## src/rtl/cp0_exc_ctrl.sv

```systemverilog
// cp0_exc_ctrl: coprocessor-0 exception/interrupt controller for the 5-stage pipeline.
//
// Sits beside the MEM stage. Owns SR(12), Cause(13), EPC(14) and PRId(15),
// arbitrates level-sensitive hardware interrupts against synchronous exceptions
// and drives next-PC selection: int_req redirects to the handler vector,
// epc_out is the eret target.
//
// Optional feature: define CP0_TIMER_EN to add Count(9) and Compare(11) with a
// sticky compare-match flag ORed into Cause.IP[15]. When CP0_TIMER_EN is not
// defined, addresses 9 and 11 read 0 and ignore writes.
//
// Ports:
//   clk        pipeline clock, all state updates on the rising edge
//   reset      synchronous active-low reset
//   addr       CP0 register number for mfc0/mtc0
//   we         mtc0 write enable
//   din        mtc0 write data
//   dout       mfc0 read data, combinational, pre-edge register contents
//   pc         PC of the MEM-stage instruction
//   bd         MEM instruction is in a branch delay slot
//   exc_valid  MEM instruction raised a synchronous exception
//   exc_code   ExcCode of that exception
//   eret       MEM instruction is eret
//   hwint      level-sensitive external interrupt lines
//   int_req    take exception/interrupt this cycle (flush + redirect)
//   epc_out    eret return address, with same-cycle mtc0 EPC bypass

module cp0_exc_ctrl #(
   parameter logic [31:0] PRID = 32'h4255_4141
) (
   input  logic        clk,
   input  logic        reset,
   input  logic [4:0]  addr,
   input  logic        we,
   input  logic [31:0] din,
   output logic [31:0] dout,
   input  logic [31:0] pc,
   input  logic        bd,
   input  logic        exc_valid,
   input  logic [4:0]  exc_code,
   input  logic        eret,
   input  logic [5:0]  hwint,
   output logic        int_req,
   output logic [31:0] epc_out
);

   localparam logic [4:0] AddrCount   = 5'd9;
   localparam logic [4:0] AddrCompare = 5'd11;
   localparam logic [4:0] AddrSr      = 5'd12;
   localparam logic [4:0] AddrCause   = 5'd13;
   localparam logic [4:0] AddrEpc     = 5'd14;
   localparam logic [4:0] AddrPrid    = 5'd15;

   // SR fields
   logic [5:0]  im_q, im_d;
   logic        exl_q, exl_d;
   logic        ie_q, ie_d;

   // Cause fields
   logic        bd_q, bd_d;
   logic [5:0]  ip_q, ip_d;
   logic [4:0]  exc_code_q, exc_code_d;

   // EPC, low two bits always zero
   logic [31:0] epc_q, epc_d;

   // Decoded request terms
   logic [5:0]  ip_next;
   logic        irq;
   logic        exc;
   logic        wr_en;
   logic        wr_sr;
   logic        wr_epc;
   logic [31:0] pc_target;

`ifdef CP0_TIMER_EN
   logic [31:0] count_q, count_d;
   logic [31:0] compare_q, compare_d;
   logic        timer_flag_q, timer_flag_d;
   logic        wr_count;
   logic        wr_compare;
`endif

   // -----------------------------------------------------------------------
   // Pending interrupt lines for this cycle
   // -----------------------------------------------------------------------
   always_comb begin
`ifdef CP0_TIMER_EN
      ip_next = {hwint[5] | timer_flag_q, hwint[4:0]};
`else
      ip_next = hwint;
`endif
   end

   // -----------------------------------------------------------------------
   // Request arbitration
   // -----------------------------------------------------------------------
   // EXL masks both sources, so a handler is never re-entered.
   assign irq     = ie_q & ~exl_q & (|(im_q & ip_next));
   assign exc     = exc_valid & ~exl_q;
   assign int_req = irq | exc;

   // A taken request squashes the MEM instruction, including its mtc0.
   assign wr_en  = we & ~int_req;
   assign wr_sr  = wr_en & (addr == AddrSr);
   assign wr_epc = wr_en & (addr == AddrEpc);

`ifdef CP0_TIMER_EN
   assign wr_count   = wr_en & (addr == AddrCount);
   assign wr_compare = wr_en & (addr == AddrCompare);
`endif

   // Delay-slot instructions restart at the branch; subtraction wraps mod 2^32.
   assign pc_target = bd ? (pc - 32'd4) : pc;

   // Bypass lets an mtc0 EPC followed directly by eret see the new value.
   assign epc_out = (we && (addr == AddrEpc)) ? {din[31:2], 2'b00} : epc_q;

   // -----------------------------------------------------------------------
   // Next-state logic
   // -----------------------------------------------------------------------
   always_comb begin
      im_d       = im_q;
      exl_d      = exl_q;
      ie_d       = ie_q;
      bd_d       = bd_q;
      exc_code_d = exc_code_q;
      epc_d      = epc_q;
      ip_d       = ip_next;

      if (int_req) begin
         exl_d      = 1'b1;
         bd_d       = bd;
         // Interrupt outranks a concurrent exception and reports ExcCode 0.
         exc_code_d = irq ? 5'd0 : exc_code;
         epc_d      = {pc_target[31:2], 2'b00};
      end else begin
         if (wr_sr) begin
            im_d  = din[15:10];
            exl_d = din[1];
            ie_d  = din[0];
         end
         if (wr_epc) begin
            epc_d = {din[31:2], 2'b00};
         end
         // eret outranks an mtc0 that writes EXL in the same cycle.
         if (eret) begin
            exl_d = 1'b0;
         end
      end
   end

`ifdef CP0_TIMER_EN
   always_comb begin
      count_d      = wr_count ? din : (count_q + 32'd1);
      compare_d    = wr_compare ? din : compare_q;
      // Flag is sticky until software rewrites Compare.
      if (wr_compare) begin
         timer_flag_d = 1'b0;
      end else begin
         timer_flag_d = timer_flag_q | (count_d == compare_q);
      end
   end
`endif

   // -----------------------------------------------------------------------
   // State registers, synchronous active-low reset
   // -----------------------------------------------------------------------
   always_ff @(posedge clk) begin
      if (!reset) begin
         im_q       <= 6'd0;
         exl_q      <= 1'b0;
         ie_q       <= 1'b0;
         bd_q       <= 1'b0;
         ip_q       <= 6'd0;
         exc_code_q <= 5'd0;
         epc_q      <= 32'd0;
      end else begin
         im_q       <= im_d;
         exl_q      <= exl_d;
         ie_q       <= ie_d;
         bd_q       <= bd_d;
         ip_q       <= ip_d;
         exc_code_q <= exc_code_d;
         epc_q      <= epc_d;
      end
   end

`ifdef CP0_TIMER_EN
   always_ff @(posedge clk) begin
      if (!reset) begin
         count_q      <= 32'd0;
         compare_q    <= 32'd0;
         timer_flag_q <= 1'b0;
      end else begin
         count_q      <= count_d;
         compare_q    <= compare_d;
         timer_flag_q <= timer_flag_d;
      end
   end
`endif

   // -----------------------------------------------------------------------
   // mfc0 read mux, pre-edge contents
   // -----------------------------------------------------------------------
   always_comb begin
      dout = 32'd0;
      case (addr)
         AddrSr:    dout = {16'd0, im_q, 8'd0, exl_q, ie_q};
         AddrCause: dout = {bd_q, 15'd0, ip_q, 3'd0, exc_code_q, 2'b00};
         AddrEpc:   dout = epc_q;
         AddrPrid:  dout = PRID;
`ifdef CP0_TIMER_EN
         AddrCount:   dout = count_q;
         AddrCompare: dout = compare_q;
`endif
         default:   dout = 32'd0;
      endcase
   end

endmodule

```

## config.mk

```make
export PLATFORM = sky130hd
export DESIGN_NAME = cp0_exc_ctrl
export DESIGN_NICKNAME = d
export VERILOG_FILES = /design/src/rtl/cp0_exc_ctrl.sv
export SDC_FILE = /design/constraint.sdc
export NUM_CORES = 1
export LEC_CHECK = 0
export CAP_MARGIN = 10
export CORE_ASPECT_RATIO = 1.1
export CORE_MARGIN = 1
export CORE_UTILIZATION = 40
export CTS_BUF_LIST = sky130_fd_sc_hd__clkbuf_8
export DETAILED_ROUTE_END_ITERATION = 10
export PLACE_DENSITY = 0.79
export SYNTH_ARGS = -nofsm -noshare
export SYNTH_HDL_FRONTEND = slang
export SYNTH_SLANG_ARGS = --single-unit
export TNS_END_PERCENT = 30
```

## constraint.sdc

```tcl
create_clock -name clk -period 2.48 [get_ports clk]
set_input_delay 0.372 -clock clk [delete_from_list [all_inputs] [get_ports clk]]
set_output_delay 0.372 -clock clk [all_outputs]
set_load 0.02 [all_outputs]
```

==> results.cfg <==
[run_status]
status = complete, no violations

[critical_path]
crit_type = primary input to output port
cp.buffers_inverters = 3
crit_slowest_cell = clkdlybuf4s50_1
required_ps = 2110
worst_setup_path_start_kind = primary input
path_cells = clkdlybuf4s50_1 > and4b_2 > and2_4 > buf_12 > mux2_2 > clkdlybuf4s15_2
slowest_delay_ps = 480
path_delay_family = buffers and inverters
cp.arrival_ps = 2090
crit_path_max_fanout = 8
crit_path_end_kind = output port

[timing]
slew_violations = 0
finalHoldViolCount = 0
fin_ws_ps = 22.30
rsz0062_at_grt = true
min_period_over_period = 0.9910
min_period_ps = 2458
setup_violations = 0
worst_pin_slew_ps = 653.3
max_freq_ghz = 0.4069
max_slew_margin = 0.5644
skew_ps = 3.914

[synth]
synth.most_common_cell = dfxtp_1
yosys_most_used_dff = dfxtp_1
netlist.area_leader.share = 0.2953
ys_types = 59
synth_top_cell_by_area = dfxtp_1
synth_common_cells = dfxtp_1 (50), nor2_1 (37), clkbuf_1 (31), a211oi_1 (28), and3_1 (23)
synth-seq-area-share = 0.2953
synth_seq_cells = 50
synth_area_per_cell_sq_um = 8.070
synth.area.top_cells = dfxtp_1 (30%), a211oi_1 (6.2%), a21o_1 (4.4%), and3_1 (4.2%), nor2_1 (4.1%)
async_reset_ff_frac = 0
synth_edf_count = 0
synth_warnings = 0
postSynthCellCount = 420
synth_area_sq_um = 3390

[final_layout]
nets = 708
multi_input_area_sq_um = 2240
regArea_sq_um = 1001
fin_cells = 729
area_growth_syn_to_layout_pct = 62.24
diodes = 0
drive_above_1_share = 0.2045
fillers = 703

[floorplan]
rows = 34
core_area_sq_um = 8040
die_h_um = 98.55
ioPinCount = 151
dieArea_sq_um = 8846
start_util = 0.4216
die_x_um = 89.77

[drt]
wl_mm = 12.79
ant_nets = 0
drt_first_pass_iters = 5
vias = 4208
wl_per_cell_um = 17.55
drc = 0
drtIter0Drc = 270
via_per_inst = 5.772

[global_routing]
use_met3 = 0.04321
use_met2 = 0.4959
grt_pass1_vias = 4082
grt_max_degree = 69
grt_pass1_wl_mm = 20.20
met1_usage = 0.3566
grt_usage = 0.2833
grt_remaining_overflow = 0
antenna_found_initial = 0
busiest_layer = met2

[flow_run]
drv_cap = 0

[clock_tree]
h-tree-depth = 2
cts_tree = done
cts_inserted_buffers = 5
clock-root-buffer = clkbuf_8
clock-sinks = 50
insertion_delay_ps = 300
cts_buffer_depth = 2
clkSlewWorstSetupHoldPaths_ps = 90

[placement]
post-place-ws_ps = -283.2
dp.cells = 722
dpl.hpwl_mm = 9.984
place_congestion = 0.8880
portBuffers = 146

[power]
power.leakage_uw = 0.002610
finalPower_uw = 1954
power_density_nw_per_um2 = 355.4
vdd_drop_max_uv = 232.1

[min_path]
min_path_type = flip-flop to flip-flop
final timing paths:
check                             endpoint  slack [ps]     from  depth (start not counted)
worst max-delay path            epc_out[4]          20  addr[3]                          6
worst min-delay path                  bd_q         480     bd_q                          2
worst max register to register   epc_q[23]         300  im_q[0]                          7
worst min register to register        bd_q         480     bd_q                          2
layer usage:
layer / vias up / share of wire / wire length (um)
met3: 27 / 0.064 / 819
met4: 0 / 0.026 / 331
met5: - / 0 / 0
met2: 188 / 0.49 / 6325
met1: 1995 / 0.42 / 5316
li1: 1998 / - / -
power by group:
group | total, uW | switching [uW] | internal, uW | leakage [uW]
sequential | 890 | 36.1 | 854 | 0.000411
combinational | 617 | 299 | 318 | 0.00215
clock | 448 | 261 | 187 | 0.0000466
total | 1950 | 595 | 1360 | 0.00261
tightest hold or removal path: stages (launching register included):
cell and delay (ps):
dfxtp_1 320, nand2_1 50, a21oi_1 60
cells by family after synthesis:
logic type      Yosys count  share of synthesized area
simple gates            163                     0.2724
compound gates          139                     0.3064
flops                    50                     0.2953
buf+inv                  42                    0.05057
mux                      14                    0.04467
xor+xnor                 10                    0.02584
fa+ha+maj                 1                   0.003691
other cells               1                   0.001106
layout make-up:
class	instances	area share
Inverter	5	0.003413
Timing Repair Buffer	230	0.3688
Clock buffer	5	0.01251
Clock inverter	2	0.001365
Multi-Input combinational cell	329	0.4073
Sequential cell	50	0.1820
Tap cell	108	0.02457
registers in the layout, summed over array words and instances (netlist names):
signal,count
epc_q,30
im_q,6
ip_q,6
exc_code_q,5
bd_q,1
exl_q,1
ie_q,1
timing repair:
| item | CTS | global route |
|---|---|---|
| hold buffers | 0 | 0 |
| pin swaps | 0 | 1 |
| gates resized for setup | 79 | 12 |
| endpoints found under the setup margin | 61 | 15 |
| setup buffers | 0 | 0 |
cells in the final DEF (no fill, tap or decap), types with 3 or more instances in the layout:
cell type,n
clkdlybuf4s50_1,84
buf_4,81
dfxtp_1,50
dlygate4sd2_1,50
nor2_1,36
a211oi_1,28
and3_1,23
a21o_1,20
and2_1,18
a21oi_1,16
nand2_1,14
o31ai_1,14
o21ai_0,13
nand3_1,13
a311oi_1,13
or3_1,10
mux2_2,9
or4_1,9
o211a_1,8
xnor2_1,6
inv_1,5
nor2b_1,5
a22oi_1,5
nor3_1,5
mux2i_1,5
a32oi_1,5
nor4_1,5
clkbuf_8,5
clkbuf_2,5
or2_2,4
xor2_1,4
a22o_1,3
o41ai_1,3
nand4_1,3
stage by stage:
stage / hold slack [ps] / setup TNS [ps] / area [sq um] / utilization
finish: 478.5 / 0 / 5499 / 0.6839
global route: 511.8 / -8.785 / 5499 / 0.6839
global placement: 449.4 / -9143 / 5495 / 0.6835
detailed placement: 463.4 / -10540 / 5495 / 0.6835
CTS: 475.0 / 0 / 5525 / 0.6872
floorplan: 436.0 / 0 / 3393 / -
Note: power is estimated with default switching activity, not from simulation.
